`config.mk`:
```
export PLATFORM = sky130hd
export DESIGN_NAME = dme_pwr_seq_flat
export DESIGN_NICKNAME = d
export VERILOG_FILES = /design/src/rtl/dme_pwr_seq_if.sv /design/src/rtl/dme_pwr_seq.sv /design/src/flat_wrapper.sv
export SDC_FILE = /design/constraint.sdc
export NUM_CORES = 1
export LEC_CHECK = 0
export ABC_CLOCK_PERIOD_IN_PS = 7100
export CAP_MARGIN = 5
export CORE_AREA = 2 2 105 107
export CTS_CLUSTER_SIZE = 14
export DETAILED_ROUTE_END_ITERATION = 12
export DIE_AREA = 0 0 107 109
export GPL_ROUTABILITY_DRIVEN = 0
export GPL_TIMING_DRIVEN = 0
export PLACE_DENSITY = 0.63
export SETUP_SLACK_MARGIN = 0.4
export SLEW_MARGIN = 20
export SYNTH_ARGS = -nofsm -noshare
export SYNTH_HDL_FRONTEND = slang
export SYNTH_SLANG_ARGS = --single-unit
```
`constraint.sdc`:
```
create_clock -name i_CLK_33M -period 7.1 [get_ports i_CLK_33M]
set_input_delay 1.42 -clock i_CLK_33M [delete_from_list [all_inputs] [get_ports i_CLK_33M]]
set_output_delay 1.42 -clock i_CLK_33M [all_outputs]
set_load 0.005 [all_outputs]
```
`src/rtl/dme_pwr_seq_if.sv`:
```
// ---------------------------------------------------------------------------
// dme_pwr_seq_if
// Bundles the platform-side power/reset signals and the sequenced outputs of
// the DME power sequencer.
//   master : platform side, drives PSU/platform/DME sense pins, observes the
//            sequenced rail enable, DME reset, fault flag and debug state.
//   slave  : the sequencer itself.
// Signals:
//   PWRGD_PS_PWROK_3V3 PSU power-good (async)
//   RST_PLTRST_N       platform reset, active-low (async)
//   DME_Absent         high when no DME is fitted (async)
//   DME_PWRGD          DME rail power-good (async)
//   DMEStatus[5:0]     raw DME status pins (async)
//   DME_PWR_EN         DME rail enable
//   RST_DME_N          sequenced DME reset, active-low
//   DMEStatusDeb[5:0]  debounced status
//   DME_Fault          latched power fault
//   SeqState[2:0]      current sequencer state code
// ---------------------------------------------------------------------------
interface dme_pwr_seq_if;
   logic       PWRGD_PS_PWROK_3V3;
   logic       RST_PLTRST_N;
   logic       DME_Absent;
   logic       DME_PWRGD;
   logic [5:0] DMEStatus;
   logic       DME_PWR_EN;
   logic       RST_DME_N;
   logic [5:0] DMEStatusDeb;
   logic       DME_Fault;
   logic [2:0] SeqState;

   modport master (
      output PWRGD_PS_PWROK_3V3, RST_PLTRST_N, DME_Absent, DME_PWRGD, DMEStatus,
      input  DME_PWR_EN, RST_DME_N, DMEStatusDeb, DME_Fault, SeqState
   );

   modport slave (
      input  PWRGD_PS_PWROK_3V3, RST_PLTRST_N, DME_Absent, DME_PWRGD, DMEStatus,
      output DME_PWR_EN, RST_DME_N, DMEStatusDeb, DME_Fault, SeqState
   );
endinterface

```
`src/rtl/dme_pwr_seq.sv`:
```
// ---------------------------------------------------------------------------
// dme_pwr_seq
// DME power/reset sequencer. Enables the DME rail once the PSU is good and a
// DME is fitted, waits (with timeout) for the DME rail power-good, holds the
// DME in reset for a programmed delay after power-good and platform reset
// release, and debounces the DME status pins. Power faults stay latched until
// the PSU power-good drops.
// Ports:
//   i_CLK_33M    system clock, rising edge
//   i_RST_SYS_N  asynchronous active-low reset
//   if_seq       dme_pwr_seq_if.slave (sense inputs, sequenced outputs)
// ---------------------------------------------------------------------------
module dme_pwr_seq #(
   parameter int TICK_DIV         = 33000,
   parameter int PWRGD_TIMEOUT_MS = 100,
   parameter int RST_DELAY_MS     = 10,
   parameter int DEB_CYCLES       = 4
) (
   input  logic         i_CLK_33M,
   input  logic         i_RST_SYS_N,
   dme_pwr_seq_if.slave if_seq
);

   localparam int MS_MAX = (PWRGD_TIMEOUT_MS > RST_DELAY_MS) ? PWRGD_TIMEOUT_MS : RST_DELAY_MS;
   localparam int MS_W   = $clog2(MS_MAX + 1);
   localparam int PS_W   = $clog2(TICK_DIV);
   localparam int DEB_W  = $clog2(DEB_CYCLES + 1);

   // Synchronizer bit order: {DMEStatus, DME_PWRGD, DME_Absent, RST_PLTRST_N, PS_PWROK}.
   // Absent resets to 1 so a DME is never assumed present straight out of reset.
   localparam logic [9:0] SYNC_RST = 10'h004;

   typedef enum logic [2:0] {
      ST_OFF      = 3'd0,
      ST_PWR_ON   = 3'd1,
      ST_WAIT_RST = 3'd2,
      ST_RUN      = 3'd3,
      ST_FAULT    = 3'd4
   } state_t;

   logic [9:0]       w_asyncIn;
   logic [9:0]       r_syncMeta;
   logic [9:0]       r_sync;
   logic             w_psGood;
   logic             w_pltRstN;
   logic             w_absent;
   logic             w_dmePwrGd;
   logic [5:0]       w_status;

   state_t           r_state;
   state_t           w_nextState;
   logic             w_enter;
   logic [PS_W-1:0]  r_presc;
   logic             w_tick;
   logic [MS_W-1:0]  r_ms;
   logic [MS_W-1:0]  w_msNext;

   logic             r_pwrEn;
   logic             r_rstDmeN;
   logic             r_fault;
   logic [2:0]       r_seqState;
   logic [5:0]       r_deb;
   logic [DEB_W-1:0] r_debCnt [6];

   assign w_asyncIn = {if_seq.DMEStatus, if_seq.DME_PWRGD, if_seq.DME_Absent,
                       if_seq.RST_PLTRST_N, if_seq.PWRGD_PS_PWROK_3V3};

   // Two-flop synchronizer for every asynchronous input.
   always_ff @(posedge i_CLK_33M or negedge i_RST_SYS_N) begin
      if (!i_RST_SYS_N) begin
         r_syncMeta <= SYNC_RST;
         r_sync     <= SYNC_RST;
      end else begin
         r_syncMeta <= w_asyncIn;
         r_sync     <= r_syncMeta;
      end
   end

   assign w_psGood   = r_sync[0];
   assign w_pltRstN  = r_sync[1];
   assign w_absent   = r_sync[2];
   assign w_dmePwrGd = r_sync[3];
   assign w_status   = r_sync[9:4];

   // The ms count as it will be after this edge; using the look-ahead value
   // lets a state leave on the very edge that counts its final tick.
   assign w_tick   = (r_presc == PS_W'(TICK_DIV - 1));
   assign w_msNext = (w_tick && (r_ms != MS_W'(MS_MAX))) ? r_ms + MS_W'(1) : r_ms;

   // Next-state logic. Loss of PSU power-good or DME removal dominate every
   // state except FAULT, which only the PSU dropping can clear.
   always_comb begin
      w_nextState = r_state;
      if (r_state == ST_FAULT) begin
         if (!w_psGood) w_nextState = ST_OFF;
      end else if (!w_psGood || w_absent) begin
         w_nextState = ST_OFF;
      end else begin
         case (r_state)
            ST_OFF:      w_nextState = ST_PWR_ON;
            ST_PWR_ON: begin
               if (w_dmePwrGd)                                  w_nextState = ST_WAIT_RST;
               else if (w_msNext >= MS_W'(PWRGD_TIMEOUT_MS))    w_nextState = ST_FAULT;
            end
            ST_WAIT_RST: begin
               if (!w_dmePwrGd)                                           w_nextState = ST_FAULT;
               else if ((w_msNext >= MS_W'(RST_DELAY_MS)) && w_pltRstN)   w_nextState = ST_RUN;
            end
            ST_RUN: begin
               if (!w_dmePwrGd)     w_nextState = ST_FAULT;
               else if (!w_pltRstN) w_nextState = ST_WAIT_RST;
            end
            default:     w_nextState = ST_OFF;
         endcase
      end
   end

   assign w_enter = (w_nextState != r_state);

   // State register, ms timebase and outputs. The timebase restarts on every
   // state change so each state times itself from its own entry edge; outputs
   // are decoded from the next state so they move together with SeqState.
   always_ff @(posedge i_CLK_33M or negedge i_RST_SYS_N) begin
      if (!i_RST_SYS_N) begin
         r_state    <= ST_OFF;
         r_presc    <= '0;
         r_ms       <= '0;
         r_pwrEn    <= 1'b0;
         r_rstDmeN  <= 1'b0;
         r_fault    <= 1'b0;
         r_seqState <= 3'd0;
      end else begin
         r_state    <= w_nextState;
         r_presc    <= (w_enter || w_tick) ? '0 : r_presc + PS_W'(1);
         r_ms       <= w_enter ? '0 : w_msNext;
         r_pwrEn    <= (w_nextState == ST_PWR_ON) || (w_nextState == ST_WAIT_RST) ||
                       (w_nextState == ST_RUN);
         r_rstDmeN  <= (w_nextState == ST_RUN);
         r_fault    <= (w_nextState == ST_FAULT);
         r_seqState <= w_nextState;
      end
   end

   // Per-bit debounce: a bit only flips after DEB_CYCLES consecutive synced
   // samples disagree with the current debounced value.
   always_ff @(posedge i_CLK_33M or negedge i_RST_SYS_N) begin
      if (!i_RST_SYS_N) begin
         r_deb <= '0;
         for (int b = 0; b < 6; b++) r_debCnt[b] <= '0;
      end else begin
         for (int b = 0; b < 6; b++) begin
            if (w_status[b] == r_deb[b]) begin
               r_debCnt[b] <= '0;
            end else if (r_debCnt[b] == DEB_W'(DEB_CYCLES - 1)) begin
               r_deb[b]    <= ~r_deb[b];
               r_debCnt[b] <= '0;
            end else begin
               r_debCnt[b] <= r_debCnt[b] + DEB_W'(1);
            end
         end
      end
   end

   assign if_seq.DME_PWR_EN   = r_pwrEn;
   assign if_seq.RST_DME_N    = r_rstDmeN;
   assign if_seq.DME_Fault    = r_fault;
   assign if_seq.SeqState     = r_seqState;
   assign if_seq.DMEStatusDeb = r_deb;

endmodule

```
`src/flat_wrapper.sv`:
```
// flat-port wrapper written by rule: the top's interface ports become plain ports
module dme_pwr_seq_flat 
#(
   parameter int TICK_DIV         = 33000,
   parameter int PWRGD_TIMEOUT_MS = 100,
   parameter int RST_DELAY_MS     = 10,
   parameter int DEB_CYCLES       = 4
)
  (i_CLK_33M, i_RST_SYS_N, if_seq_PWRGD_PS_PWROK_3V3, if_seq_RST_PLTRST_N, if_seq_DME_Absent, if_seq_DME_PWRGD, if_seq_DMEStatus, if_seq_DME_PWR_EN, if_seq_RST_DME_N, if_seq_DMEStatusDeb, if_seq_DME_Fault, if_seq_SeqState);
  dme_pwr_seq_if if_seq_i ();
  input  logic i_CLK_33M;
  input  logic i_RST_SYS_N;
  input wire logic [$bits(if_seq_i.PWRGD_PS_PWROK_3V3)-1:0] if_seq_PWRGD_PS_PWROK_3V3;
  input wire logic [$bits(if_seq_i.RST_PLTRST_N)-1:0] if_seq_RST_PLTRST_N;
  input wire logic [$bits(if_seq_i.DME_Absent)-1:0] if_seq_DME_Absent;
  input wire logic [$bits(if_seq_i.DME_PWRGD)-1:0] if_seq_DME_PWRGD;
  input wire logic [$bits(if_seq_i.DMEStatus)-1:0] if_seq_DMEStatus;
  output wire logic [$bits(if_seq_i.DME_PWR_EN)-1:0] if_seq_DME_PWR_EN;
  output wire logic [$bits(if_seq_i.RST_DME_N)-1:0] if_seq_RST_DME_N;
  output wire logic [$bits(if_seq_i.DMEStatusDeb)-1:0] if_seq_DMEStatusDeb;
  output wire logic [$bits(if_seq_i.DME_Fault)-1:0] if_seq_DME_Fault;
  output wire logic [$bits(if_seq_i.SeqState)-1:0] if_seq_SeqState;
  assign if_seq_i.PWRGD_PS_PWROK_3V3 = if_seq_PWRGD_PS_PWROK_3V3;
  assign if_seq_i.RST_PLTRST_N = if_seq_RST_PLTRST_N;
  assign if_seq_i.DME_Absent = if_seq_DME_Absent;
  assign if_seq_i.DME_PWRGD = if_seq_DME_PWRGD;
  assign if_seq_i.DMEStatus = if_seq_DMEStatus;
  assign if_seq_DME_PWR_EN = if_seq_i.DME_PWR_EN;
  assign if_seq_RST_DME_N = if_seq_i.RST_DME_N;
  assign if_seq_DMEStatusDeb = if_seq_i.DMEStatusDeb;
  assign if_seq_DME_Fault = if_seq_i.DME_Fault;
  assign if_seq_SeqState = if_seq_i.SeqState;
  dme_pwr_seq #(.TICK_DIV(TICK_DIV), .PWRGD_TIMEOUT_MS(PWRGD_TIMEOUT_MS), .RST_DELAY_MS(RST_DELAY_MS), .DEB_CYCLES(DEB_CYCLES)) u_core (.i_CLK_33M(i_CLK_33M), .i_RST_SYS_N(i_RST_SYS_N), .if_seq(if_seq_i));
endmodule
```
==> metrics.txt, run 1 <==
status finished clean; pwr/cell area ~250 nW/µm²; Worst-Skew Late Latency between 300 and 400 ps; Detailed Place HPWL slightly above 5000 µm; CTS Hold Bufs 0; # IOs 24; clock sinks 73; final instance area around 4200 µm²; worst reg-to-reg setup slack about 4000 ps; via count around 2600; cell count after synthesis 337; area fraction of the dominant cell type after synthesis ~49%; final count of pins violating max slew 0; P_sw roughly 280 µW; most common cell in the netlist dfrtp_1; TNS Setup 0 ps; CTS tree built; worst-path fanout max 10; Clk pwr share 33.8%; Synth cell types 54; area growth from synthesis to layout 17.84%; register area share after synthesis about 51%; wire per inst about 14 µm; Initial Utilization about a third; FP Rows 38; ant diodes 0; placed cell areas approximately 4000 µm²; crit share post-route between 40% and 50%; Pwr Total about 1.1 mW; root buffer cell clkbuf_8; maxcap violations 0; Post-Syn Area between 3000 and 4000 µm²; crit path time final a little over 3000 ps; HP Class reg -> reg; Setup Viol. Count Final 0; vias per inst about 5; endpoints failing hold 0; DR pass1 iterations 4; Setup crit start kind flop; switch share 26.49%; Final Skew between 8 and 9 ps; Crit path required time 7370 ps; main flop type after synthesis dfrtp_1; Avg Cell Area, Syn approximately 11 µm²; core area 10600 µm²; synthesized flop and latch total 73; Die H 109 µm; WS Path Type reg -> reg; initial antenna violation count 0; Total Routing Usage GR 14.20%; largest net degree at the start of global routing 41; Post-synth EDFFs 0; grt total ovfl 0; Routed Antenna Nets 0; Synth Net Count about 360; Util after Layout 39.98%; crit end category flop; DR iter-0 viols 151; port bufs 23; Clock Tree Buf Depth 2; WL final between 7000 and 8000 µm; Die X 107 µm; YS warnings 0; fmax between 300 and 400 MHz; drc violations 0; Yosys top cell by area dfrtp_1; Worst slew margin between 60% and 70%; layout cells sized above 1 11.67%; Post CTS Setup Buffer Count 0; ys async rst share 100.0%; Worst VDD drop 0.1444 mV; Clock transition at path regs roughly 80 ps; NumNets Final between 300 and 400; RSZ-0062 raised after global routing false; leading post-synthesis cells by cell area dfrtp_1 (49%), xnor2_1 (4.4%), ha_1 (3.1%), nor3b_1 (2.9%), nand3_1 (2.5%); measured slew at the worst slew-check pin 534.7 ps; Pint between 700 and 800 µW; Post-CTS Resized 0; total CTS buffers 9; Critical Path AT around 3400 ps; vias in the first global route roughly 2700; first-pass GRT wire length 13030 µm; Commonest cells post-synth dfrtp_1 (71), nand2_1 (23), nor2_1 (19); die area 11660 µm²; total leakage power about 1.8 nW; H-tree depth 3; sequential share of power between 40% and 50%; Combinational Power Share a little under a fifth
-- state kept, by name, indices dropped and copies added, names as in the netlist --
register / count
u_core.r_syncMeta: 10
u_core.if_seq.DME_PWR_EN: 1
u_core.r_sync: 10
u_core.r_ms: 7
u_core.r_state: 3
u_core.if_seq.RST_DME_N: 1
u_core.if_seq.DMEStatusDeb: 6
u_core.r_presc: 16
u_core.r_debCnt: 18
u_core.if_seq.DME_Fault: 1
-- worst paths after layout --
path                                       from                 to  cells after the start
max in group asynchronous           i_RST_SYS_N   u_core.r_sync[2]                      2
setup / recovery              u_core.r_presc[0]  u_core.r_presc[2]                      9
hold reg to reg            u_core.r_syncMeta[0]   u_core.r_sync[0]                      0
min in group asynchronous           i_RST_SYS_N   u_core.r_sync[5]                      1
hold / removal             u_core.r_syncMeta[0]   u_core.r_sync[0]                      0
setup reg to reg              u_core.r_presc[0]  u_core.r_presc[2]                      9
-- power groups by stage --
stage          Combinational (mW)  Clock, mW  Sequential (mW)
6_report                    0.193      0.359            0.509
5_1_grt                     0.218      0.391            0.517
4_1_cts                     0.197      0.368            0.510
3_5_place_dp                0.195          0            0.518
3_3_place_gp                0.184          0            0.515
2_1_floorplan               0.116          0            0.511
-- critical path, cell delays in order (launching register included) --
cell and delay (ps):
dfrtp_1 410, ha_1 240, nor4b_4 480, nand4_4 230, or4_1 530, a211o_1 380
nand3_2 180, buf_2 280, nand3_1 110, a21oi_1 150
-- cells by family after synthesis --
group | synth area share [%]
and+or+nand+nor | 23.34
DFF | 50.85
adders and majority gates | 3.130
AOI/OAI and AO/OA | 9.497
buffers and inverters | 3.026
muxes | 3.583
xor gates and xnor gates | 6.574
-- routing by layer --
metal / part of all wire (%) / vias to the layer above / GRT usage [%] / routed length (µm)
met4: 1.4 / 0 / 5.288 / 105
met2: 46 / 42 / 22.02 / 3372
met1: 49 / 1296 / 19.33 / 3608
li1: - / 1273 / - / -
met5: 0 / - / 0 / 0
met3: 3.9 / 10 / 3.467 / 287
-- area by class of cell --
class                   count  area (µm²)
repair buffers             24       247.7
clock buffers              10       127.6
flip-flops and latches     73        1829
clock inverters             6       91.34
fillers                  1041        6364
plain buffers              14       67.56
multi-input cells         239        1659
inverters                  11       41.29
well taps                 140       175.2
-- cells in the final DEF, fill, tap and decap left out, types with 3 or more instances in the layout --
master and count:
ha_1 9, nor2b_1 10, nor3b_1 14, xor2_1 9
nor3_1 18, mux2_2 7, xnor2_1 18, clkbuf_8 9
nor2_1 19, mux2i_1 5, or4_1 4, dfrtp_1 71
a21oi_1 12, o2111ai_1 8, nand2b_1 8, inv_1 10
clkdlybuf4s50_1 22, nand2_1 23, o21ai_0 15, clkbuf_1 9
nand3_1 18, nand4_1 9, buf_2 3
-- metrics by stage --
step                setup WS [ps]  hold WS, ps  cells
global route                 3734        355.5    517
CTS                          3994        353.2    517
finish                       4003        350.7    517
global placement             2175        332.3    500
floorplan                    4438        331.2    337
detailed placement           4063        334.7    501
Note: power is estimated with default switching activity, not from simulation.
==> run 2, diff against run 1 <==
ABC_CLOCK_PERIOD_IN_PS = 3100   (was 7100)
clock period = 3.1 ns   (was 7.1 ns; I/O delays follow)
==> metrics.txt, run 2 (synthesis gave the netlist of run 1 again) <==
CP peak stage delay roughly 500 ps; via count approximately 2700; FP Rows 38; worst path cell trace ha_4 > nor4b_4 > buf_4 > nand4_4 > or4_4 > a211o_4 > a21boi_4 > buf_6 > nor3_1 > o211a_1; area growth from synthesis to layout 24.42%; vias in the first global route 2766; Die X roughly 110 µm; RSZ-0062 raised after global routing true; Crit path required time between 3000 and 4000 ps; Non-Filler Instances 536; total CTS buffers 9; fmax roughly 370 MHz; worst-path fanout max 5; Detailed Place HPWL between 5000 and 6000 µm; Final Skew around 8.3 ps; Critical Path AT roughly 2900 ps; total leakage power about 1.9 nW; layout cells sized above 1 between 10% and 20%; Largest Register u_core.r_debCnt; Reg area about 1800 µm²; Setup crit start kind flop; status finished clean; clock sinks 73; Routed Antenna Nets 0; Worst VDD drop about 0.33 mV; crit end category flop; CTS Hold Bufs 0; final count of pins violating max slew 0; most frequent cells in the layout dfrtp_1 (68), nand2_1 (23), clkdlybuf4s50_1 (22); WP depth 10; die area between 10000 and 15000 µm²; NumNets Final 412; Initial Utilization about a third; drc violations 0; Buf/Inv on CP 2; maxcap violations 0; Worst-Skew Late Latency around 350 ps; top flop regs u_core.r_debCnt (18), u_core.r_presc (16); placed cell count 501; port bufs 23; max reg flops 18; crit path time final between 2000 and 3000 ps; pwr/cell area around 560 nW/µm²; H-tree depth 3; DP Worst Slack about 63 ps; Worst path slowest cell or4_4; Util after Layout between 40% and 50%; grt total ovfl 0; largest net degree at the start of global routing 41; crit share post-route between 80% and 90%; Pwr Total approximately 2.5 mW; Final Worst Setup Slack slightly above 400 ps; vias per inst approximately 5.1; Reg2Reg Depth 10; endpoints failing hold 0; WS Path Type reg -> reg; multi-input logic area 1728 µm²; Min Hold Slack 210.6 ps; first-pass GRT wire length between 10000 and 15000 µm; DR pass1 iterations 4; commonest non-fill, non-tap cell in the layout dfrtp_1; layout filler cell count 1002; Die H 109 µm; WL final between 7000 and 8000 µm; cell family with most CP delay compound AO/OA/AOI/OAI gates; HP Class in -> async; core area ~11000 µm²; Clock transition at path regs 80 ps; ant diodes 0; Setup Viol. Count Final 0; CTS tree built; measured slew at the worst slew-check pin around 560 ps; Worst slew margin between 60% and 70%; DR iter-0 viols between 150 and 200; initial antenna violation count 0; # IOs 24; Clock Tree Buf Depth 2; Total Routing Usage GR between 10% and 20%; wire per inst roughly 15 µm; root buffer cell clkbuf_8
-- run 2: changes by cell type in the layout (fill, tap and decap cells not counted), moves of 2 or more --
cell / change
buf_2: -2
dfrtp_2: +3
clkbuf_1: -3
buf_4: +19
a21oi_1: -3
o21ai_0: -2
o21ai_1: +2
a21oi_2: +3
clkbuf_2: +2
dfrtp_1: -3
buf_6: +2
-- run 2: metal layers --
| layer | routed length (µm) | vias up | GRT usage, % |
|---|---|---|---|
| met5 | 0 | - | 0 |
| met4 | 151 | 0 | 5.380 |
| met3 | 281 | 13 | 3.646 |
| met2 | 3621 | 55 | 23.29 |
| met1 | 3767 | 1359 | 19.52 |
| li1 | - | 1311 | - |
-- run 2: per-stage QoR --
step	cell area (µm²)	TNS [ps]
3_5_place_dp	4020	0
6_report	4476	0
5_1_grt	4476	0
4_1_cts	4373	0
3_3_place_gp	4003	-72890
2_1_floorplan	3597	0
-- run 2: power breakdown --
part	total [mW]	internal [mW]	switching (mW)
Clock	0.823	0.458	0.366
Sequential	1.17	1.08	0.0886
Combinational	0.491	0.281	0.210
Total	2.48	1.82	0.664
-- run 2: what timing repair did --
action,CTS,global route
endpoints found under the setup margin,27,25
gates cloned,1,0
pin swaps,6,8
resized for setup,14,18
buffers inserted,10,8
-- run 2: worst paths after layout --
| path | endpoint | from | slack, ps |
|---|---|---|---|
| hold / removal | u_core.r_sync[5] | i_RST_SYS_N | 210 |
| min in group i_CLK_33M | u_core.r_sync[0] | u_core.r_syncMeta[0] | 350 |
| max in group asynchronous | u_core.r_sync[2] | i_RST_SYS_N | 2270 |
| setup / recovery | u_core.r_presc[4] | u_core.r_presc[0] | 400 |
| hold reg to reg | u_core.r_sync[0] | u_core.r_syncMeta[0] | 350 |
| setup reg to reg | u_core.r_presc[4] | u_core.r_presc[0] | 400 |
-- run 2: area by class of cell --
type                            instances  area share (%)
Clock buffer                           10           2.852
Buffer                                 14           1.761
Inverter                               11          0.9785
Multi-Input combinational cell        239           38.61
Clock inverter                          6           2.041
Sequential cell                        73           40.96
Tap cell                              140           3.914
Timing Repair Buffer                   43           8.890
==> run 3, diff against run 2 <==
CTS_CLUSTER_DIAMETER = 150   (was not set)
==> results of run 3 <==
Final layout, timing and power as in run 2 (identical DEF).
